## config.mk

```make
export PLATFORM = sky130hd
export DESIGN_NAME = ricosoc_uart
export DESIGN_NICKNAME = d
export VERILOG_FILES = /design/src/rtl/ricosoc_uart.sv
export SDC_FILE = /design/constraint.sdc
export NUM_CORES = 1
export LEC_CHECK = 0
export CAP_MARGIN = 20
export CORE_MARGIN = 2
export CORE_UTILIZATION = 55
export CTS_CLUSTER_DIAMETER = 60
export CTS_CLUSTER_SIZE = 10
export DETAILED_ROUTE_END_ITERATION = 8
export GPL_TIMING_DRIVEN = 0
export PLACE_DENSITY = 0.86
export SLEW_MARGIN = 10
export SYNTH_ARGS = -nofsm -noshare
export SYNTH_HDL_FRONTEND = slang
export SYNTH_SLANG_ARGS = --single-unit
export TNS_END_PERCENT = 5
```

## constraint.sdc

```tcl
create_clock -name clk -period 4.1 [get_ports clk]
set_input_delay 0.82 -clock clk [delete_from_list [all_inputs] [get_ports clk]]
set_output_delay 0.82 -clock clk [all_outputs]
set_load 0.02 [all_outputs]
```

## src/rtl/ricosoc_uart.sv

```systemverilog
// rtl/ricosoc_uart.sv - iomem-bus 8N1 UART with baud divider, single-entry TX and buffered RX.
// Optional RICOSOC_UART_RXFIFO_EN: RX buffer becomes an RXFIFO_DEPTH-entry FIFO.
module ricosoc_uart #(
  parameter logic [31:0] BASE_ADDR    = 32'h0300_0000,
  parameter logic [15:0] CLKDIV_RESET = 16'd104,
  parameter int          RXFIFO_DEPTH = 4
) (
  input  logic        clk,
  input  logic        resetn,
  input  logic        iomem_valid,
  output logic        iomem_ready,
  input  logic [3:0]  iomem_wstrb,
  input  logic [31:0] iomem_addr,
  input  logic [31:0] iomem_wdata,
  output logic [31:0] iomem_rdata,
  output logic        uart_tx,
  input  logic        uart_rx,
  output logic        irq
);

  localparam logic [1:0] ST_IDLE  = 2'd0;
  localparam logic [1:0] ST_START = 2'd1;
  localparam logic [1:0] ST_DATA  = 2'd2;
  localparam logic [1:0] ST_STOP  = 2'd3;

  logic [15:0] clkdiv;
  logic [15:0] eff_period;
  logic [1:0]  tx_state, rx_state;
  logic [15:0] tx_cnt, tx_period, rx_cnt, rx_period;
  logic [7:0]  tx_shift, rx_shift;
  logic [2:0]  tx_bit, rx_bit;
  logic [2:0]  rx_sync;
  logic        rx_push, rx_ferr;
  logic        rx_overrun, frame_error;
  logic        rx_valid, rx_full, push_ok;
  logic [7:0]  rx_head;
  logic [3:0]  rx_fill;
  logic [31:0] read_mux;

  assign eff_period = (clkdiv < 16'd4) ? 16'd4 : clkdiv;

  wire       addr_hit  = iomem_addr[31:4] == BASE_ADDR[31:4];
  wire [1:0] reg_sel   = iomem_addr[3:2];
  wire       is_write  = |iomem_wstrb;
  wire       tx_busy   = tx_state != ST_IDLE;
  wire       req       = iomem_valid && addr_hit && !iomem_ready;
  // A DATA write is held off (no ready) until the transmitter is free again.
  wire       accept    = req && !(is_write && reg_sel == 2'd1 && tx_busy);
  wire       wr_clkdiv = accept && is_write && reg_sel == 2'd0;
  wire       wr_data   = accept && is_write && reg_sel == 2'd1;
  wire       wr_status = accept && is_write && reg_sel == 2'd2 && iomem_wstrb[0];
  wire       pop       = accept && !is_write && reg_sel == 2'd1 && rx_valid;
  wire       unused_ok = &{1'b0, iomem_addr[1:0], iomem_wdata[31:16], RXFIFO_DEPTH > 0};

  always_comb begin
    read_mux = 32'd0;
    case (reg_sel)
      2'd0: read_mux = {16'd0, clkdiv};
      2'd1: read_mux = rx_valid ? {24'd0, rx_head} : 32'hFFFF_FFFF;
      2'd2: read_mux = {24'd0, rx_fill, frame_error, rx_overrun, rx_valid, tx_busy};
      default: read_mux = 32'd0;
    endcase
  end

  always_ff @(posedge clk or negedge resetn) begin
    if (!resetn) begin
      iomem_ready <= 1'b0;
      iomem_rdata <= 32'd0;
      clkdiv      <= CLKDIV_RESET;
      rx_overrun  <= 1'b0;
      frame_error <= 1'b0;
      irq         <= 1'b0;
    end else begin
      iomem_ready <= accept;
      iomem_rdata <= (accept && !is_write) ? read_mux : 32'd0;
      if (wr_clkdiv && iomem_wstrb[0]) clkdiv[7:0]  <= iomem_wdata[7:0];
      if (wr_clkdiv && iomem_wstrb[1]) clkdiv[15:8] <= iomem_wdata[15:8];
      if (rx_push && rx_full && !pop) rx_overrun <= 1'b1;
      else if (wr_status && iomem_wdata[2]) rx_overrun <= 1'b0;
      if (rx_ferr) frame_error <= 1'b1;
      else if (wr_status && iomem_wdata[3]) frame_error <= 1'b0;
      irq <= rx_valid;
    end
  end

  // Transmitter: period is latched at frame start so CLKDIV writes apply to the next frame.
  always_ff @(posedge clk or negedge resetn) begin
    if (!resetn) begin
      tx_state  <= ST_IDLE;
      tx_cnt    <= 16'd0;
      tx_period <= 16'd4;
      tx_shift  <= 8'd0;
      tx_bit    <= 3'd0;
      uart_tx   <= 1'b1;
    end else if (tx_state == ST_IDLE) begin
      if (wr_data) begin
        tx_state  <= ST_START;
        uart_tx   <= 1'b0;
        tx_shift  <= iomem_wdata[7:0];
        tx_period <= eff_period;
        tx_cnt    <= eff_period - 16'd1;
      end
    end else if (tx_cnt != 16'd0) begin
      tx_cnt <= tx_cnt - 16'd1;
    end else begin
      tx_cnt <= tx_period - 16'd1;
      if (tx_state == ST_START) begin
        tx_state <= ST_DATA;
        tx_bit   <= 3'd0;
        uart_tx  <= tx_shift[0];
      end else if (tx_state == ST_DATA) begin
        if (tx_bit == 3'd7) begin
          tx_state <= ST_STOP;
          uart_tx  <= 1'b1;
        end else begin
          tx_bit   <= tx_bit + 3'd1;
          tx_shift <= {1'b0, tx_shift[7:1]};
          uart_tx  <= tx_shift[1];
        end
      end else begin
        tx_state <= ST_IDLE;
      end
    end
  end

  wire rx_s    = rx_sync[1];
  wire rx_prev = rx_sync[2];

  always_ff @(posedge clk or negedge resetn) begin
    if (!resetn) begin
      rx_sync   <= 3'b111;
      rx_state  <= ST_IDLE;
      rx_cnt    <= 16'd0;
      rx_period <= 16'd4;
      rx_shift  <= 8'd0;
      rx_bit    <= 3'd0;
      rx_push   <= 1'b0;
      rx_ferr   <= 1'b0;
    end else begin
      rx_sync <= {rx_sync[1:0], uart_rx};
      rx_push <= 1'b0;
      rx_ferr <= 1'b0;
      if (rx_state == ST_IDLE) begin
        if (rx_prev && !rx_s) begin
          rx_state  <= ST_START;
          rx_period <= eff_period;
          rx_cnt    <= (eff_period >> 1) - 16'd1;
        end
      end else if (rx_cnt != 16'd0) begin
        rx_cnt <= rx_cnt - 16'd1;
      end else begin
        rx_cnt <= rx_period - 16'd1;
        if (rx_state == ST_START) begin
          rx_state <= rx_s ? ST_IDLE : ST_DATA;
          rx_bit   <= 3'd0;
        end else if (rx_state == ST_DATA) begin
          rx_shift <= {rx_s, rx_shift[7:1]};
          rx_bit   <= rx_bit + 3'd1;
          if (rx_bit == 3'd7) rx_state <= ST_STOP;
        end else begin
          rx_state <= ST_IDLE;
          rx_push  <= rx_s;
          rx_ferr  <= !rx_s;
        end
      end
    end
  end

  // A push into a full buffer still lands if the same cycle pops an entry.
  assign push_ok = rx_push && (!rx_full || pop);

`ifdef RICOSOC_UART_RXFIFO_EN
  localparam int PW = $clog2(RXFIFO_DEPTH);
  localparam int CW = $clog2(RXFIFO_DEPTH + 1);

  logic [7:0]    fifo_mem [RXFIFO_DEPTH];
  logic [PW-1:0] wr_ptr, rd_ptr;
  logic [CW-1:0] rx_count;
  logic [31:0]   count_w;

  assign count_w  = 32'(rx_count);
  assign rx_valid = rx_count != '0;
  assign rx_full  = count_w == RXFIFO_DEPTH;
  assign rx_head  = fifo_mem[rd_ptr];
  assign rx_fill  = (count_w > 32'd15) ? 4'hF : count_w[3:0];

  always_ff @(posedge clk) begin
    if (push_ok) fifo_mem[wr_ptr] <= rx_shift;
  end

  always_ff @(posedge clk or negedge resetn) begin
    if (!resetn) begin
      wr_ptr   <= '0;
      rd_ptr   <= '0;
      rx_count <= '0;
    end else begin
      if (push_ok) wr_ptr <= wr_ptr + PW'(1);
      if (pop)     rd_ptr <= rd_ptr + PW'(1);
      rx_count <= rx_count + CW'(push_ok) - CW'(pop);
    end
  end
`else
  logic [7:0] rx_hold;

  assign rx_valid = rx_full;
  assign rx_head  = rx_hold;
  assign rx_fill  = 4'd0;

  always_ff @(posedge clk or negedge resetn) begin
    if (!resetn) begin
      rx_full <= 1'b0;
      rx_hold <= 8'd0;
    end else begin
      if (push_ok) begin
        rx_full <= 1'b1;
        rx_hold <= rx_shift;
      end else if (pop) begin
        rx_full <= 1'b0;
      end
    end
  end
`endif

endmodule

```

==> impl_metrics.json, run 1 <==
{
  "outcome": "complete, no violations",
  "power.density_mw_per_mm2": 397,
  "slew_headroom": 0.221,
  "gp_congestion": 0.930,
  "power.total_mw": 3.65,
  "drive_gt1_frac": 0.167,
  "cts_root_buf": "clkbuf_16",
  "synth_edf_count": 0,
  "period_share": 0.957,
  "clock_sinks": 142,
  "clk_pin_slew_ns": 0.06,
  "crit_fanout": 10,
  "fmax_mhz": 255,
  "critPathCaptureType": "flop",
  "synthCells": 736,
  "synth_commonest_cells": "dfrtp_1, nand2_1, mux2_2",
  "io_pins": 107,
  "hp-start": "rx_sync[0]",
  "antenna_found_initial": 0,
  "io_buffers": 87,
  "synth_fp_nets": 822,
  "async_reset_ff_frac": 1.00,
  "skew_ns": 0.00749,
  "worst_path_most_repeated_cell": "clkbuf_1",
  "cp.arrival_ns": 4.26,
  "yosys-top-cells-area": "dfrtp_1, mux2_2, nand2_1",
  "area_delta_synth_final_pct": 22.3,
  "cp.required_ns": 4.44,
  "setup_viol": 0,
  "max-vdd-ir-drop_v": 0.000403,
  "num_antenna_cells": 0,
  "slew_viol_final": 0,
  "grt_pass1_wl_mm": 33.1,
  "ys_ff_latch": 142,
  "synth_area_mm2": 0.00752,
  "drt_iter0_drc": 561,
  "rsz0062_at_grt": "false",
  "seq_area_frac_synth": 0.474,
  "clk_latency_ns": 0.43,
  "dieWidth_um": 121,
  "nets": 929,
  "reg2reg_from": "tx_state[1]",
  "num_vias": 6420,
  "drc": 0,
  "firstDrtPassIters": 6,
  "viasPerCell": 6.22,
  "yosys.area.top_type": "dfrtp_1",
  "synth.top_cell.area_share": 0.443,
  "die_area_mm2": 0.0146,
  "drt_wl_total_mm": 20.4,
  "tritoncts": "done",
  "crit_chain": "inv_1, ha_1, clkbuf_1, clkbuf_1, clkbuf_1, clkbuf_1, o31ai_1, ha_1, inv_1, a211o_1, nor2_1, a21o_1, a32oi_1",
  "crit_type": "reg -> reg",
  "core_mm2": 0.0133,
  "die-height_um": 121,
  "tightest_slew_ns": 1.17,
  "drv_cap": 0,
  "hpwlAfterDp_mm": 14.2,
  "grt_max_degree": 73,
  "fin_crit_ns": 3.93,
  "syn_avg_cell_area_um2": 10.2,
  "ys_warn_count": 0,
  "startpoint": "tx_state[1]",
  "initial_core_util": 0.566,
  "hp-class": "reg -> reg",
  "synth.most_common_cell": "dfrtp_1",
  "ant_nets": 0,
  "grt_pass1_vias": 6384,
  "grt_overflow": 0,
  "rows": 42,
  "start_kind": "flop",
  "worst_path_largest_cell_delay_ns": 0.54,
  "grt_usage": 0.293,
  "ys.flop_type": "dfrtp_1",
  "cts_setup_buffers": 0,
  "htree_levels": 4,
  "finalSetupTns_ns": 0,
  "critical_path.slowest_cell": "clkbuf_1",
  "hold_violations": 0,
  "cts_max_path_buffers": 2,
  "wl_per_cell_um": 19.8,
  "synth.distinct_cells": 75,
  "cts_buffers": 17,
  "leakage_nw": 4.17
}
-- worst max-delay path: cells and delay by family, from the launching register on --
| kind | cells | cell delay [ns] |
|---|---|---|
| buffers and inverters | 6 | 2.08 |
| AO/OA/AOI/OAI | 4 | 0.76 |
| flip-flops | 1 | 0.44 |
| adder cells (fa/ha/maj) | 2 | 0.43 |
| AND/OR/NAND/NOR | 1 | 0.13 |
-- per-layer routing --
layer | vias to the layer above | routed length (um) | global-route usage
met3 | 63 | 1690 | 0.0757
met2 | 320 | 9690 | 0.453
met4 | 0 | 709 | 0.145
met1 | 3117 | 8310 | 0.384
met5 | - | 0 | 0
li1 | 2920 | - | -
-- worst paths after layout --
check	endpoint	slack, ns	depth (start not counted)
worst max-delay path	tx_cnt[10]	0.17	13
worst min register to register	rx_sync[1]	0.36	0
max in group asynchronous	rx_sync[0]	2.90	2
worst max register to register	tx_cnt[10]	0.17	13
min in group asynchronous	tx_shift[5]	0.39	1
worst min-delay path	rx_sync[1]	0.36	0
-- state kept, by name, summed over array words and instances (netlist names) --
register / count
clkdiv: 16
frame_error: 1
iomem_rdata: 17
iomem_ready: 1
irq: 1
rx_bit: 3
rx_cnt: 16
rx_ferr: 1
rx_full: 1
rx_head: 8
rx_overrun: 1
rx_period: 16
rx_push: 1
rx_shift: 8
rx_state: 2
rx_sync: 3
tx_bit: 3
tx_cnt: 16
tx_period: 16
tx_shift: 8
tx_state: 2
uart_tx: 1
-- through the flow --
stage                util  cells  cell area (um^2)  setup WS [ns]  hold WS (ns)
floorplan               -    736              7520          0.928         0.345
global placement    0.648    999              8610          -3.33         0.346
detailed placement  0.650   1000              8640         0.0449         0.347
CTS                 0.691   1032              9190          0.181         0.356
global route        0.692   1032              9200        0.00185         0.357
finish              0.692   1032              9200          0.175         0.356
-- cell usage in the layout, fill, tap and decap left out, drive strengths merged, types with 3 or more instances in the layout --
cell           netlist  layout
dfrtp              133     133
clkdlybuf4s50        0      86
nand2               79      79
mux2                69      69
o21ai               67      67
clkbuf              33      52
nor2                42      42
a21oi               31      31
nor4                26      26
inv                 15      21
buf                 19      21
nor3                18      18
mux2i               15      15
a21o                15      15
ha                  14      14
nand4               13      13
a211o               10      10
nand2b               9       9
xor2                 9       9
dfstp                9       9
a31oi                8       8
o31ai                7       7
or4                  7       7
o211ai               6       6
xnor2                6       6
nor4b                5       5
a211oi               5       5
or2                  5       5
a31o                 5       5
nand3                4       4
nor3b                4       4
and2                 4       4
a221oi               4       4
clkinv               0       4
and4                 3       3
nor2b                3       3
o21a                 3       3
clkinvlp             0       3
o41ai                3       3
-- power breakdown --
part | internal, mW | switching, mW | leakage (nW)
Combinational | 0.266 | 0.363 | 2.00
Clock | 0.799 | 0.629 | 0.262
Sequential | 1.49 | 0.103 | 1.91
-- timing repair --
item	in CTS	in global routing
endpoints found under the setup margin	3	9
gates resized for setup	1	2
hold buffers	0	0
-- cell families after synthesis --
logic type | synth area share
buffers and inverters | 0.0424
AO/OA/AOI/OAI | 0.163
multiplexers | 0.123
adder cells (fa/ha/maj) | 0.0233
XOR/XNOR | 0.0175
AND/OR/NAND/NOR | 0.156
flip-flops | 0.474
-- cell type report --
type	count	area, um^2
buffer	52	264
clock inverter	13	103
clock buffer	19	443
tap	176	220
multi-input combinational	527	3650
timing repair buffer	88	900
fill	983	4100
inverter	15	56.3
sequential	142	3560
(Power assumes the default switching activity.)
==> run 2, diff against run 1 <==
Settings changed: CORE_ASPECT_RATIO set to 2, SLEW_MARGIN 10 to unset.
==> run 2 against run 1 <==
Maximum frequency decreased by 0.74%. Sequential power about the same. Via count increased by 0.42%. Non-clock buffer count unchanged. Sequential share of layout area decreased by 0.20 points. Routed wire length increased by 1.4%. Register-to-register slack got worse by 0.03 ns. Die area increased by 0.39%. Clock skew increased by 0.0038 ns. First-iteration DRC count increased by 3.4%.
==> impl_metrics.json, run 2 (same netlist as run 1, synthesis figures left out) <==
{
  "outcome": "complete, no violations",
  "skew_ns": 0.0113,
  "setup_viol": 0,
  "power.density_mw_per_mm2": 411,
  "switching_share": 0.307,
  "drt_wl_total_mm": 20.7,
  "drive_gt1_frac": 0.169,
  "critPathCaptureType": "flop",
  "drt_iter0_drc": 580,
  "cts_resized": 0,
  "p_sw_mw": 1.17,
  "layout_commonest_cell": "dfrtp_1",
  "hold_buffers": 0,
  "cts_buffers": 17,
  "nets": 929,
  "cts_max_path_buffers": 2,
  "stdcell_count": 1012,
  "cp.required_ns": 4.39,
  "rows": 60,
  "drv_cap": 0,
  "initial_core_util": 0.560,
  "power.total_mw": 3.80,
  "wl_per_cell_um": 20.4,
  "rrSetupSlack_ns": 0.15,
  "p_comb_frac": 0.165,
  "grt_max_degree": 89,
  "utilization": 0.688,
  "max-vdd-ir-drop_v": 0.000351,
  "rsz0062_at_grt": "true",
  "cts_setup_buffers": 0,
  "tightest_slew_ns": 1.21,
  "layout_common_cells": "dfrtp_1, clkdlybuf4s50_1, nand2_1",
  "grt_overflow": 0,
  "crit_fanout": 10,
  "slew_headroom": 0.196,
  "firstDrtPassIters": 6,
  "finalSetupTns_ns": 0,
  "start_kind": "flop",
  "clock_sinks": 142,
  "internal_power_mw": 2.63,
  "area_delta_synth_final_pct": 23.0,
  "fin_crit_ns": 3.95,
  "fillers": 1005,
  "top_register": "iomem_rdata",
  "dieWidth_um": 86.7,
  "largest_reg_flops": 17,
  "antenna_found_initial": 1,
  "dp_cells": 979,
  "gp_congestion": 0.942,
  "leakage_nw": 4.22,
  "cp.arrival_ns": 4.24,
  "grt_pass1_vias": 6643,
  "hpwlAfterDp_mm": 14.6,
  "drc": 0,
  "seqPwrFrac": 0.419,
  "clk_latency_ns": 0.43,
  "grt_pass1_wl_mm": 32.9,
  "worst_slack_ns": 0.145,
  "fmax_mhz": 253,
  "pwr-share-clk": 0.416,
  "ant_nets": 0,
  "hold_violations": 0,
  "cts_root_buf": "clkbuf_16",
  "viasPerCell": 6.37,
  "hp-class": "in -> async",
  "htree_levels": 4,
  "period_share": 0.965,
  "tritoncts": "done",
  "core_mm2": 0.0134,
  "clk_pin_slew_ns": 0.07,
  "slew_viol_final": 0,
  "die_area_mm2": 0.0147,
  "num_vias": 6447,
  "grt_usage": 0.288,
  "crit_type": "reg -> reg",
  "pre_cts_ws_ns": 0.128,
  "io_pins": 107,
  "io_buffers": 87,
  "die-height_um": 169
}
==> run 2: changes by cell type in the layout (fill, tap and decap cells not counted), sizes merged <==
| cell | previous run | this run |
|---|---|---|
| clkinvlp | 3 | 1 |
| diode | 0 | 1 |
| clkinv | 4 | 6 |
| inv | 21 | 22 |
| clkbuf | 52 | 50 |
| bufinv | 0 | 1 |
==> run 2: critical path, stage by stage, from the launching register on <==
cell and delay, ns:
dfrtp_1 0.43, inv_1 0.12, ha_1 0.15, clkbuf_1 0.44
clkbuf_1 0.47, clkbuf_1 0.52, nand2_1 0.16, a222oi_1 0.96
o211a_1 0.30, mux2i_1 0.21, a21oi_1 0.06
==> run 2: per-layer routing <==
metal | up-vias | routed length, um | track usage
met2 | 272 | 11100 | 0.498
met5 | - | 0 | 0
met1 | 3145 | 7270 | 0.309
met3 | 116 | 951 | 0.0516
li1 | 2914 | - | -
met4 | 0 | 1380 | 0.202
==> run 2: power by group through the flow <==
stage	Clock, mW	Combinational [mW]	Sequential, mW
floorplan	0	0.429	1.57
global placement	0	0.592	1.61
detailed placement	0	0.611	1.61
CTS	1.59	0.620	1.58
global route	1.65	0.690	1.60
finish	1.58	0.629	1.59
==> run 2: layout make-up <==
type | instances | area (um^2) | share of cell area
clock buffer | 17 | 425 | 0.0460
multi-input combinational | 527 | 3640 | 0.394
antenna | 1 | 2.50 | 0.000271
timing repair buffer | 88 | 900 | 0.0973
sequential | 142 | 3560 | 0.385
buffer | 52 | 267 | 0.0288
inverter | 15 | 56.3 | 0.00609
tap | 155 | 194 | 0.0210
clock inverter | 15 | 196 | 0.0212
==> run 2: final timing paths <==
| path | end | cells past startpoint | from |
|---|---|---|---|
| worst min register to register | rx_sync[1] | 0 | rx_sync[0] |
| worst min-delay path | rx_period[12] | 1 | resetn |
| worst max-delay path | tx_cnt[5] | 10 | tx_state[1] |
| worst max register to register | tx_cnt[5] | 10 | tx_state[1] |
| min in group clk | rx_sync[1] | 0 | rx_sync[0] |
| max in group asynchronous | uart_tx | 2 | resetn |
==> run 2: stage by stage <==
| stage | area [um^2] | hold WS (ns) |
|---|---|---|
| 3_5_place_dp | 8610 | 0.351 |
| 5_1_grt | 9250 | 0.376 |
| 2_1_floorplan | 7520 | 0.345 |
| 3_3_place_gp | 8590 | 0.350 |
| 4_1_cts | 9240 | 0.363 |
| 6_report | 9250 | 0.344 |
==> run 3, diff against run 2 <==
Settings changed: CORE_MARGIN 2 to 3.
==> run 3 against run 2 <==
Cell count decreased by 0.40%. Critical path type unchanged. Die area up 3.5%. Flip-flop and latch count unchanged. Register-to-register slack worse by 0.07 ns. Routed wire length up 1.1%. Setup slack worse by 0.074 ns. Critical path depth rose by 3. Largest power group unchanged. Total power about the same. Sequential power about the same. Combinational power up 2%.
==> impl_metrics.json, run 3 (same netlist as run 1, synthesis figures left out) <==
{
  "outcome": "complete, no violations",
  "dieWidth_um": 88.7,
  "hold_ws_ns": 0.358,
  "largest_reg_flops": 17,
  "grt_pass1_vias": 6694,
  "rr_endpoint": "tx_cnt[10]",
  "layout_common_cells": "dfrtp_1, clkdlybuf4s50_1, nand2_1",
  "rrSetupSlack_ns": 0.07,
  "reg2reg_from": "tx_state[1]",
  "layout_commonest_cell": "dfrtp_1",
  "drv_cap": 0,
  "core_mm2": 0.0132,
  "crit_type": "reg -> reg",
  "period_share": 0.983,
  "holdPathStages": 0,
  "drive_gt1_frac": 0.167,
  "clk_latency_ns": 0.42,
  "tritoncts": "done",
  "grt_pass1_wl_mm": 33.4,
  "num_antenna_cells": 0,
  "antenna_found_initial": 0,
  "worst_slack_ns": 0.0715,
  "ant_nets": 0,
  "power.density_mw_per_mm2": 412,
  "cts_root_buf": "clkbuf_16",
  "fillers": 910,
  "fmax_mhz": 248,
  "top_usage_layer": "met2",
  "min_to": "rx_sync[1]",
  "hp-start": "rx_sync[0]",
  "hpwlAfterDp_mm": 14.7,
  "wl_per_cell_um": 20.7,
  "pre_cts_ws_ns": 0.232,
  "drc": 0,
  "finalSetupTns_ns": 0,
  "cts_resized": 0,
  "cp.required_ns": 4.38,
  "leakage_nw": 4.21,
  "nets": 929,
  "firstDrtPassIters": 5,
  "die_area_mm2": 0.0152,
  "fin_crit_ns": 4.03,
  "rows": 59,
  "grt_usage": 0.285,
  "slew_headroom": 0.165,
  "rr_worst_depth": 13,
  "start_kind": "flop",
  "viasPerCell": 6.45,
  "utilization": 0.698,
  "hold_buffers": 0,
  "clock_sinks": 142,
  "htree_levels": 4,
  "tightest_slew_ns": 1.25,
  "skew_ns": 0.00930,
  "grt_max_degree": 83,
  "max-vdd-ir-drop_v": 0.000304,
  "stdcell_count": 1008,
  "cts_setup_buffers": 0,
  "hp-class": "reg -> reg",
  "top_register": "iomem_rdata",
  "drt_iter0_drc": 525,
  "io_buffers": 87,
  "drt_wl_total_mm": 20.9,
  "io_pins": 107,
  "gp_congestion": 0.966,
  "initial_core_util": 0.569,
  "dp_cells": 976,
  "rsz0062_at_grt": "true",
  "cts_buffers": 17,
  "hold_violations": 0,
  "clk_pin_slew_ns": 0.07,
  "use_met2": 0.489,
  "setup_viol": 0,
  "area_delta_synth_final_pct": 22.7,
  "slew_viol_final": 0,
  "cp.arrival_ns": 4.31,
  "grt_overflow": 0,
  "gr-usage-met3": 0.0484,
  "crit_fanout": 10,
  "cts_max_path_buffers": 2,
  "met1_usage": 0.306,
  "die-height_um": 171,
  "critPathCaptureType": "flop",
  "num_vias": 6503
}
run 3: stage by stage:
step                area, um^2  total power, mW
floorplan                 7520             2.00
global placement          8580             2.20
detailed placement        8610             2.21
CTS                       9220             3.78
global route              9230             3.93
finish                    9230             3.80
run 3: power by group:
part           switching (mW)  internal (mW)
Sequential              0.104           1.49
Combinational           0.378          0.265
Clock                   0.734          0.831
run 3: worst max-delay path by stage:
stage	startpoint	end	depth (start not counted)
final	tx_state[1]	tx_cnt[10]	13
after CTS	rx_state[1]	rx_cnt[10]	13
after floorplan	rx_state[1]	rx_cnt[10]	13
after global placement	resetn	iomem_rdata[3]	1
after detailed placement	rx_state[1]	rx_cnt[10]	13
after global routing	tx_state[1]	tx_cnt[15]	10
run 3: final cells by class:
type	instances	area (um^2)	area share
Clock buffer	17	425	0.0461
Sequential cell	142	3560	0.386
Timing Repair Buffer	88	900	0.0975
Multi-Input combinational cell	527	3640	0.395
Tap cell	152	190	0.0206
Clock inverter	15	181	0.0197
Buffer	52	264	0.0286
Inverter	15	56.3	0.00610
run 3: routing by layer:
layer / vias to the layer above / wire [um] / share of wire
met5: - / 0 / 0
met3: 123 / 945 / 0.045
met2: 312 / 11100 / 0.53
met4: 0 / 1580 / 0.076
li1: 2914 / - / -
met1: 3154 / 7260 / 0.35
run 3: worst max-delay path, stage by stage, from the launching register on:
cell and delay, ns:
dfrtp_1 0.43, inv_1 0.12, ha_1 0.16, clkbuf_1 0.38, clkbuf_1 0.44, clkbuf_1 0.51, clkbuf_1 0.59, o31ai_1 0.22
ha_1 0.28, inv_1 0.09, a211o_1 0.22, nor2_1 0.13, a21oi_1 0.19, a32oi_1 0.12
